## config.mk

```make
export PLATFORM = sky130hd
export DESIGN_NAME = if_prefetch_queue
export DESIGN_NICKNAME = d
export VERILOG_FILES = /design/src/rtl/pcpu_pkg.sv /design/src/rtl/pq_fifo.sv /design/src/rtl/if_prefetch_queue.sv
export SDC_FILE = /design/constraint.sdc
export NUM_CORES = 1
export LEC_CHECK = 0
export CORE_MARGIN = 4
export CORE_UTILIZATION = 35
export CTS_CLUSTER_DIAMETER = 80
export DETAILED_ROUTE_END_ITERATION = 10
export REMOVE_ABC_BUFFERS = 1
export SYNTH_ARGS = -nofsm -noshare
export SYNTH_HDL_FRONTEND = slang
export SYNTH_SLANG_ARGS = --single-unit
```

## constraint.sdc

```tcl
create_clock -name clk -period 4.03 [get_ports clk]
set_clock_uncertainty 0.15 [all_clocks]
set_input_delay 1.209 -clock clk [delete_from_list [all_inputs] [get_ports clk]]
set_output_delay 1.209 -clock clk [all_outputs]
set_load 0.02 [all_outputs]
```

## src/rtl/pcpu_pkg.sv

```systemverilog
// Shared types and constants for the pipelined CPU front end.
// Holds the PC/instruction widths, the NOP encoding and the fetch-queue entry layout.
package pcpu_pkg;

  localparam int PC_W     = 7;
  localparam int INSN_W   = 32;
  localparam int PQ_DEPTH = 4;
  localparam int PTR_W    = $clog2(PQ_DEPTH);

  typedef logic [PC_W-1:0]   pc_t;
  typedef logic [INSN_W-1:0] insn_t;

  localparam insn_t NOP_INSN = 32'h0;

  // One buffered fetch: the instruction word and the PC+1 that decode feeds to its branch adder.
  typedef struct packed {
    insn_t insn;
    pc_t   pcPlus1;
  } fetch_entry_t;

  function automatic pc_t pcNext(input pc_t pc);
    return pc + pc_t'(1);
  endfunction

endpackage

```

## src/rtl/pq_fifo.sv

```systemverilog
// Synchronous FIFO for the prefetch queue: power-of-two storage, free-running
// pointers, a separate occupancy counter and a synchronous clear used on redirect.
module pq_fifo
  import pcpu_pkg::*;
#(
  parameter  int DEPTH = PQ_DEPTH,
  localparam int PtrW  = $clog2(DEPTH)
) (
  input  logic          clk,
  input  logic          rst_n,
  input  logic          clear,
  input  logic          push,
  input  fetch_entry_t  pushEntry,
  input  logic          pop,
  output fetch_entry_t  headEntry,
  output logic          empty,
  output logic          full,
  output logic [PtrW:0] count
);

  fetch_entry_t    mem [DEPTH];
  logic [PtrW-1:0] rdPtr;
  logic [PtrW-1:0] wrPtr;
  logic            doPush;
  logic            doPop;

  assign empty     = (count == '0);
  assign full      = (count == (PtrW+1)'(DEPTH));
  assign doPush    = push && !full;
  assign doPop     = pop && !empty;
  assign headEntry = mem[rdPtr];

  // NOTE: storage has no reset; every read of it is qualified by the occupancy count.
  always_ff @(posedge clk) begin
    if (doPush) mem[wrPtr] <= pushEntry;
  end

  // NOTE: sequential state uses non-blocking assignments so every register samples pre-edge values.
  always_ff @(posedge clk) begin
    if (!rst_n || clear) begin
      rdPtr <= '0;
      wrPtr <= '0;
      count <= '0;
    end else begin
      if (doPush) wrPtr <= wrPtr + PtrW'(1);
      if (doPop)  rdPtr <= rdPtr + PtrW'(1);
      count <= count + (PtrW+1)'(doPush) - (PtrW+1)'(doPop);
    end
  end

endmodule

```

## src/rtl/if_prefetch_queue.sv

```systemverilog
// Instruction-fetch front end: owns the fetch PC, issues 1-cycle ROM reads and
// buffers returned words for decode behind a valid/ready handshake.
module if_prefetch_queue
  import pcpu_pkg::*;
#(
  parameter  int DEPTH = PQ_DEPTH,
  localparam int CntW  = $clog2(DEPTH) + 1
) (
  input  logic              clk,
  input  logic              rst_n,
  input  logic              redirect_valid,
  input  logic [PC_W-1:0]   redirect_pc,
  output logic              rom_en,
  output logic [PC_W-1:0]   rom_addr,
  input  logic [INSN_W-1:0] rom_data,
  output logic              insn_valid,
  input  logic              insn_ready,
  output logic [INSN_W-1:0] insn,
  output logic [PC_W-1:0]   insn_pc_plus1,
  output logic [CntW-1:0]   occupancy
);

  pc_t          fetchPc;
  pc_t          tagPc;
  logic         inflight;
  logic         drop;
  logic         issue;
  logic         push;
  logic         pop;
  logic         empty;
  logic         full;
  logic [CntW:0] pending;
  fetch_entry_t pushEntry;
  fetch_entry_t headEntry;

  // Credit counts the queued words plus the one in flight; a same-cycle pop is not credited.
  assign pending = {1'b0, occupancy} + (CntW+1)'(inflight);
  // Gated by rst_n so no read is requested while reset is being held.
  assign issue   = rst_n && !redirect_valid && (pending < (CntW+1)'(DEPTH));

  assign rom_en   = issue;
  assign rom_addr = fetchPc;

  assign push = inflight && !drop && !redirect_valid;
  assign pop  = insn_valid && insn_ready && !redirect_valid;

  // NOTE: every always_comb output gets a default first so no latch can be inferred.
  always_comb begin
    pushEntry         = '0;
    pushEntry.insn    = rom_data;
    pushEntry.pcPlus1 = pcNext(tagPc);
  end

  always_ff @(posedge clk) begin
    if (!rst_n) begin
      fetchPc  <= '0;
      tagPc    <= '0;
      inflight <= 1'b0;
      drop     <= 1'b0;
    end else begin
      inflight <= issue;
      // Kills a response that would land after a redirect that coincided with its issue.
      drop     <= redirect_valid && issue;
      if (issue) tagPc <= fetchPc;
      if (redirect_valid) fetchPc <= redirect_pc;
      else if (issue)     fetchPc <= pcNext(fetchPc);
    end
  end

  pq_fifo #(.DEPTH(DEPTH)) u_fifo (
    .clk       (clk),
    .rst_n     (rst_n),
    .clear     (redirect_valid),
    .push      (push),
    .pushEntry (pushEntry),
    .pop       (pop),
    .headEntry (headEntry),
    .empty     (empty),
    .full      (full),
    .count     (occupancy)
  );

  assign insn_valid    = !empty;
  assign insn          = insn_valid ? headEntry.insn : NOP_INSN;
  assign insn_pc_plus1 = insn_valid ? headEntry.pcPlus1 : '0;

endmodule
```

# After elaboration in Yosys (flattened, before gate mapping)

Memory sizes are Yosys's and may differ from the RTL's. A register that Yosys moved wholly into a read port is not among the register bits.
Index checks and enable logic that the tools add are counted.

$add $sub $neg: 7
$lt $le $gt $ge: 1
Equality and inequality tests: 1
Mux-type cells: 8
Reductions and logical operators: 17

Operators by type and width:

| operator            | number |
|---|---|
| $mux 32             | 1 |
| $mux 7              | 3 |
| $add 7x1->7 const B | 2 |
| $logic_and 1x1->1   | 9 |
| $logic_not 1->1     | 5 |
| $add 2x1->2 const B | 2 |
| $add 3x1->4         | 1 |
| $lt 4x3->1 const B  | 1 |
| $mux 2              | 2 |
| $add 3x1->3         | 1 |
| $eq 3x3->1 const B  | 1 |
| $logic_not 3->1     | 1 |
| $sub 3x1->3         | 1 |
| $mux 1              | 2 |
| $reduce_bool 2->1   | 1 |
| $logic_or 1x1->1    | 1 |

Flip-flop bits (word level): 23
Bits in writable memories: 156
Output and inout port bits: 51
Word-level logic and storage cells: 42
Memories kept: 1

Memory list:

| memory     | words | width | rd ports | clocked after memory_dff | wr ports | line          | text |
|---|---|---|---|---|---|---|---|
| u_fifo.mem | 4     | 39    | 1        | 1                        | 1        | pq_fifo.sv:21 | `fetch_entry_t mem [DEPTH];` |

# Logic depth before layout (Yosys ltp)

Gate-level depths: netlist (run 1).

Depth after elaboration: 7
Gate-level depth with buffers: 10
Gate-level depth less buffers: 9

# Modules after synthesis

Synthesis (run 1) repeated with hierarchy kept, for this count alone.

Cells, all modules: 400
Area, all modules: 7215.7 µm²

Modules (own cells, without submodules):

| module            | times used | cells each | area an instance (µm²) | sequential area each (µm²) |
|---|---|---|---|---|
| pq_fifo           | 1          | 255        | 6098.3                 | 4864.7 |
| if_prefetch_queue | 1          | 145        | 1117.3                 | 320.3 |

# Worst setup path after synthesis (run 1)

OpenSTA, ideal clock, no wires.

Path type: input port to flip-flop
From: input port redirect_valid
To: memory u_fifo.mem[0][0] in the netlist's numbering, enable pin
Setup time: 400 ps
Arrival: 2845 ps
Data required time: 3480 ps
Path slack: 635 ps
Stages on the path: 3
Buffers on the path: 0
Cell sequence: or3b_1 > a31oi_4 > and2_1

Word-level cells in the longest chain between the ends: 5

RTL lines:

| item                         | line                    | text |
|---|---|---|
| start, declared              | if_prefetch_queue.sv:11 | `input logic redirect_valid,` |
| $logic_not 1->1              | if_prefetch_queue.sv:44 | `assign push = inflight && !drop && !redirect_valid;` |
| $logic_and 1x1->1            | if_prefetch_queue.sv:44 |  |
| $logic_and 1x1->1            | pq_fifo.sv:29           | `assign doPush = push && !full;` |
| named net u_fifo.doPush      | pq_fifo.sv:24           | `logic doPush;` |
| $mux 1                       | pq_fifo.sv:35           | `if (doPush) mem[wrPtr] <= pushEntry;` |
| $mux 1 (not written as such) | pq_fifo.sv:35           |  |
| end, declared                | pq_fifo.sv:21           |  |

The timed path passes the listed nets, and every way through them passes these cells.

# Worst setup path after layout (run 1)

From: input port redirect_valid
To: output port rom_en

Word-level cells in the longest chain between the ends: 3

RTL lines:

| item                            | line                    | text |
|---|---|---|
| $logic_not 1->1                 | if_prefetch_queue.sv:39 | `assign issue = rst_n && !redirect_valid && (pending < (CntW+1)'(DEPTH));` |
| $logic_and 1x1->1 (2 in series) | if_prefetch_queue.sv:39 |  |
| end, declared                   | if_prefetch_queue.sv:13 | `output logic rom_en,` |

No other way between the ends.

==> flow_metrics.env, run 1 <==
export IMPL_status="finished clean"
export IMPL_comb_power_share=0.043
export IMPL_startpoint_type="input pin"
export IMPL_whs_path_depth=2
export IMPL_p_sw_mw=0.796
export IMPL_synth_edf_count=156
export IMPL_grt_max_degree=43
export IMPL_design_area_mm2=0.00911
export IMPL_grt_ovfl_total=0
export IMPL_hold_class="reg -> reg"
export IMPL_antenna_found_initial=0
export IMPL_whs_ns=0.354
export IMPL_gp_congestion=0.767
export IMPL_clk_pin_slew_ns=0.06
export IMPL_synthArstFlopShare=0
export IMPL_setup_viol=0
export IMPL_die_height_um=151
export IMPL_r2r_start="u_fifo.count[2]"
export IMPL_ant_nets=0
export IMPL_avgSynthCellArea_um2=18.1
export IMPL_setup_tns_ns=0
export IMPL_fin_crit_sh=0.952
export IMPL_tritoncts="built"
export IMPL_rows=52
export IMPL_path_max_fanout=2
export IMPL_area_delta_synth_final_pct=27.1
export IMPL_wirelength_um=13500
export IMPL_yosys_warnings=0
export IMPL_rsz0062_at_grt="false"
export IMPL_reg2reg_to="u_fifo.count[1]"
export IMPL_r2r_setup_slack_ns=1.43
export IMPL_crit_required_ns=2.67
export IMPL_sw_frac_of_total=0.206
export IMPL_antennaDiodeCount=0
export IMPL_seq_power_share=0.534
export IMPL_crit_path_start="redirect_valid"
export IMPL_coreArea_mm2=0.0202
export IMPL_cts_htree_levels=4
export IMPL_syn_area_mm2=0.00717
export IMPL_p_int_mw=3.07
export IMPL_total_power_mw=3.87
export IMPL_die_w_um=151
export IMPL_hold_end="tagPc[6]"
export IMPL_p_leak_nw=2.91
export IMPL_drive_above_1_share=0.173
export IMPL_tightest_slew_ns=0.586
export IMPL_synth_ff_type="edfxtp_1"
export IMPL_reg2regPathDepth=9
export IMPL_slew_headroom=0.610
export IMPL_period_minus_slack_ns=3.84
export IMPL_worstHoldStart="tagPc[6]"
export IMPL_start_util=0.355
export IMPL_dp_hpwl_um=7920
export IMPL_p_clk_frac=0.423
export IMPL_drtIter0Drc=183
export IMPL_drv_slew=0
export IMPL_wl_per_cell_um=17.2
export IMPL_hold_viol=0
export IMPL_grt_util_all_layers=0.125
export IMPL_preCtsSetupSlack_ns=0.178
export IMPL_drtPass1Iterations=4
export IMPL_end_kind="output pin"
export IMPL_yosys_register_bits=181
export IMPL_postCtsSetupBuffers=0
export IMPL_boundaryPins=94
export IMPL_irDropWorstVdd_v=0.000279
export IMPL_cts_root_buffer="clkbuf_16"
export IMPL_clock_latency_ns=0.42
export IMPL_synth_seq_area_share=0.723
export IMPL_die_area_mm2=0.0228
export IMPL_drc_errors=0
export IMPL_grt_pass1_wl_um=21500
export IMPL_critPathKind="in -> out"
export IMPL_nets=554
export IMPL_vias_per_cell=4.84
export IMPL_vias=3797
export IMPL_place_area_mm2=0.00852
export IMPL_drv_cap=0
export IMPL_synthCells=396
export IMPL_cts_sinks=181
export IMPL_grt_pass1_vias=4050
export IMPL_place_port_buffers=93
export IMPL_cts_hold_buffers=0
export IMPL_fmax_mhz=261
export IMPL_p_per_area_mw_per_mm2=424
export IMPL_setup_ws_ns=0.192
export IMPL_yosys_cell_types_count=36
export IMPL_worstPathArrival_ns=2.48
export IMPL_clockBufferDepth=2
export IMPL_numCtsBuffers=17
[flip-flops by register name (all words and copies together) (netlist names), named ones only]
register	count
u_fifo.wrPtr	2
u_fifo.mem	156
tagPc	7
u_fifo.rdPtr	2
rom_addr	7
inflight	1
u_fifo.count	3
drop	1
[routing by layer]
layer | wire [µm] | vias up | part of all wire | track usage
met2 | 6810 | 87 | 0.51 | 0.214
li1 | - | 1758 | - | -
met4 | 117 | 0 | 0.0087 | 0.0340
met3 | 641 | 10 | 0.048 | 0.0416
met5 | 0 | - | 0 | 0
met1 | 5900 | 1942 | 0.44 | 0.153
[repair_timing]
action                                  CTS  global route
hold endpoints to repair                  0             0
gates resized for setup                   0             1
endpoints found under the setup margin    0             1
[synthesized netlist by cell type (2+ instances only)]
cell type | instances | share of area
and2_1 | 45 | 0.039
nor2_1 | 10 | 0.0052
nand2_1 | 6 | 0.0031
buf_4 | 3 | 0.0031
buf_2 | 4 | 0.0028
nand3_1 | 18 | 0.013
xor2_1 | 4 | 0.0049
or3_1 | 4 | 0.0035
edfxtp_1 | 156 | 0.65
o311ai_0 | 2 | 0.0024
o211ai_1 | 2 | 0.0021
mux4_2 | 39 | 0.12
xnor2_1 | 6 | 0.0073
dfxtp_1 | 25 | 0.070
nand4_1 | 2 | 0.0017
and3_1 | 4 | 0.0035
o21ai_0 | 13 | 0.0091
a31oi_1 | 3 | 0.0026
inv_1 | 8 | 0.0042
clkinv_1 | 2 | 0.0010
clkbuf_1 | 11 | 0.0058
ha_1 | 9 | 0.016
a21oi_1 | 7 | 0.0049
[critical path, stage by stage]
cell and delay, ns:
clkdlybuf4s50_1 0.43, clkinv_1 0.06, nand2_1 0.06, nor2_1 0.11, clkdlybuf4s50_1 0.61
[power by group through the flow]
stage | Combinational, mW | Clock (mW) | Sequential, mW
after CTS | 0.168 | 1.68 | 2.06
after global routing | 0.181 | 1.77 | 2.07
after detailed placement | 0.167 | 0 | 2.11
final | 0.165 | 1.63 | 2.07
after floorplan | 0.0556 | 0 | 2.11
after global placement | 0.163 | 0 | 2.10
[layout make-up]
type	instances	area, µm²
well taps	270	338
repair buffers	104	1090
multi-input cells	187	1870
inverters	10	37.5
clock inverters	14	161
clock buffers	18	429
flip-flops and latches	181	5190
fillers	1775	11100
[per-stage QoR]
stage / util / cells
global route: 0.452 / 784
detailed placement: 0.422 / 752
floorplan: - / 378
global placement: 0.422 / 752
finish: 0.452 / 784
CTS: 0.452 / 784
[layout by cell type, fill, tap and decap left out, types with 2 or more instances in the layout]
| cell | synthesis | layout |
|---|---|---|
| mux4_2 | 39 | 39 |
| o21ai_0 | 13 | 13 |
| nor2_1 | 10 | 10 |
| and2_1 | 45 | 41 |
| inv_1 | 8 | 8 |
| nand2_1 | 6 | 6 |
| clkinv_1 | 2 | 4 |
| a31oi_1 | 3 | 3 |
| xnor2_1 | 6 | 6 |
| and3_1 | 4 | 4 |
| nand3_1 | 18 | 18 |
| o311ai_0 | 2 | 2 |
| buf_4 | 3 | 5 |
| xor2_1 | 4 | 4 |
| clkdlybuf4s50_1 | 0 | 93 |
| inv_8 | 0 | 3 |
| inv_6 | 0 | 5 |
| and2_2 | 0 | 4 |
| clkbuf_16 | 0 | 17 |
| o211ai_1 | 2 | 2 |
| ha_1 | 9 | 9 |
| dfxtp_1 | 25 | 23 |
| bufinv_16 | 0 | 2 |
| a21oi_1 | 7 | 7 |
| nand4_1 | 2 | 2 |
| or3_1 | 4 | 4 |
| edfxtp_1 | 156 | 156 |
| buf_12 | 0 | 6 |
[worst max path at each step]
stage | cells after the start | slack (ns) | to
3_5_place_dp | 4 | 0.18 | rom_en
3_3_place_gp | 5 | 0.17 | rom_en
6_report | 5 | 0.19 | rom_en
2_1_floorplan | 2 | 0.08 | insn[0]
5_1_grt | 5 | 0.10 | rom_en
4_1_cts | 5 | 0.14 | rom_en
[cells by family (layout without fill, tap and decap cells)]
kind of cell               after synthesis  after routing  share of synthesized area
other                                    1              1                   0.000523
AOI/OAI and AO/OA                       33             33                     0.0306
buffers and inverters                   28            146                     0.0169
and+or+nand+nor                         93             93                     0.0738
DFF                                    181            181                      0.723
muxes                                   40             40                      0.124
xor gates and xnor gates                10             10                     0.0122
adders and majority gates               10             10                     0.0185
Power figures use the tool's default switching activity.
==> inputs of run 2 (changes only) <==
--- a/config.mk
+++ b/config.mk
@@ -5,10 +5,13 @@
 export SDC_FILE = /design/constraint.sdc
 export NUM_CORES = 1
 export LEC_CHECK = 0
+export CELL_PAD_IN_SITES_DETAIL_PLACEMENT = 0
+export CELL_PAD_IN_SITES_GLOBAL_PLACEMENT = 2
 export CORE_MARGIN = 4
 export CORE_UTILIZATION = 35
 export CTS_CLUSTER_DIAMETER = 80
 export DETAILED_ROUTE_END_ITERATION = 10
+export PLACE_DENSITY_LB_ADDON = 0.1
 export REMOVE_ABC_BUFFERS = 1
 export SYNTH_ARGS = -nofsm -noshare
 export SYNTH_HDL_FRONTEND = slang
==> run 2 against run 1 <==
  * Die area unchanged
  * Non-clock buffer count rose by 7
  * Clock-buffer cell count fell by 1
  * Largest power group unchanged
  * Highest routed layer unchanged
==> flow_metrics.env, run 2 (same netlist as run 1, synthesis figures left out) <==
export IMPL_status="finished clean"
export IMPL_utilization=0.457
export IMPL_grt_pass1_vias=4147
export IMPL_setup_viol=0
export IMPL_layout_common_cells="156 x edfxtp_1, 93 x clkdlybuf4s50_1, 41 x and2_1"
export IMPL_clock_latency_ns=0.42
export IMPL_postCtsSetupBuffers=0
export IMPL_setup_ws_ns=0.178
export IMPL_reg2reg_to="u_fifo.count[1]"
export IMPL_gp_congestion=0.683
export IMPL_p_int_mw=3.19
export IMPL_p_leak_nw=2.97
export IMPL_regMostFlops="u_fifo.mem"
export IMPL_cts_sinks=181
export IMPL_hold_class="reg -> reg"
export IMPL_startpoint_type="input pin"
export IMPL_drv_slew=0
export IMPL_drv_cap=0
export IMPL_worstPathArrival_ns=2.49
export IMPL_ant_nets=0
export IMPL_drc_errors=0
export IMPL_drive_above_1_share=0.190
export IMPL_seq_power_share=0.515
export IMPL_slew_headroom=0.566
export IMPL_antennaDiodeCount=0
export IMPL_cts_root_buffer="clkbuf_16"
export IMPL_tritoncts="built"
export IMPL_vias=3805
export IMPL_fmax_mhz=260
export IMPL_whs_path_depth=2
export IMPL_rsz0062_at_grt="false"
export IMPL_largest_register_ffs=156
export IMPL_hold_viol=0
export IMPL_wirelength_um=14500
export IMPL_cts_hold_buffers=0
export IMPL_die_height_um=151
export IMPL_coreArea_mm2=0.0202
export IMPL_place_port_buffers=93
export IMPL_clockBufferDepth=2
export IMPL_grt_ovfl_total=0
export IMPL_drtIter0Drc=210
export IMPL_whs_ns=0.343
export IMPL_tightest_slew_ns=0.652
export IMPL_fin_crit_sh=0.956
export IMPL_nets=561
export IMPL_path_max_fanout=2
export IMPL_r2r_start="u_fifo.count[2]"
export IMPL_die_area_mm2=0.0228
export IMPL_sw_frac_of_total=0.203
export IMPL_comb_power_share=0.042
export IMPL_clk_pin_slew_ns=0.07
export IMPL_period_minus_slack_ns=3.85
export IMPL_crit_required_ns=2.67
export IMPL_dp_hpwl_um=9240
export IMPL_grt_max_degree=33
export IMPL_setup_tns_ns=0
export IMPL_worstHoldStart="tagPc[6]"
export IMPL_p_sw_mw=0.815
export IMPL_antenna_found_initial=0
export IMPL_grt_pass1_wl_um=23300
export IMPL_r2r_setup_slack_ns=1.26
export IMPL_start_util=0.355
export IMPL_preCtsSetupSlack_ns=0.164
export IMPL_cts_htree_levels=4
export IMPL_dp_cells=759
export IMPL_p_per_area_mw_per_mm2=435
export IMPL_final_common_cell="edfxtp_1"
export IMPL_p_clk_frac=0.443
export IMPL_grt_util_all_layers=0.137
export IMPL_critPathKind="in -> out"
export IMPL_drtPass1Iterations=4
export IMPL_wl_per_cell_um=18.4
export IMPL_die_w_um=151
export IMPL_stdcell_count=791
export IMPL_vias_per_cell=4.81
export IMPL_end_kind="output pin"
export IMPL_area_delta_synth_final_pct=28.6
export IMPL_reg2regPathDepth=9
export IMPL_numCtsBuffers=17
export IMPL_hold_end="tagPc[6]"
export IMPL_rows=52
export IMPL_irDropWorstVdd_v=0.000311
export IMPL_boundaryPins=94
## run 2: layer usage
layer / up-vias / GRT usage / routed length [µm]
li1: 1770 / - / -
met4: 0 / 0.0512 / 192
met2: 90 / 0.221 / 7110
met5: - / 0 / 0
met1: 1932 / 0.182 / 6610
met3: 13 / 0.0293 / 628
## run 2: power by group through the flow
stage,clock (mW),sequential [mW],combinational (mW)
5_1_grt,1.90,2.07,0.185
3_3_place_gp,0,2.11,0.169
2_1_floorplan,0,2.11,0.0556
3_5_place_dp,0,2.11,0.171
6_report,1.77,2.07,0.169
4_1_cts,1.82,2.07,0.173
## run 2: timing repair
item                       in CTS  in global routing
resized for setup               0                  1
hold endpoints to repair        0                  0
setup endpoints to repair       0                  1
## run 2: through the flow
step / instance area (µm²) / total power [mW]
3_3_place_gp: 8570 / 2.27
5_1_grt: 9220 / 4.16
6_report: 9220 / 4.01
4_1_cts: 9210 / 4.06
2_1_floorplan: 7080 / 2.17
3_5_place_dp: 8570 / 2.28
## run 2: area by class of cell
cell class	instances	area, µm²
clock buffer	17	425
clock inverter	15	216
fill	1760	11000
inverter	10	37.5
multi-input combinational	187	1870
sequential	181	5190
tap	270	338
timing repair buffer	111	1140
## run 2: worst max-delay path by stage
stage	start	end	slack, ns	cells after the start
2_1_floorplan	flip-flop	insn[0]	0.08	2
3_3_place_gp	redirect_valid	rom_en	0.15	5
3_5_place_dp	redirect_valid	rom_en	0.16	5
4_1_cts	flip-flop	insn[25]	0.11	4
5_1_grt	u_fifo.count[2]	insn[13]	0.02	4
6_report	redirect_valid	rom_en	0.18	5
## run 2: critical path, cell delays in order
cell and delay, ns:
clkdlybuf4s50_1 0.42, clkinv_1 0.06, nand2_1 0.07, nor2_1 0.12
clkdlybuf4s50_1 0.62
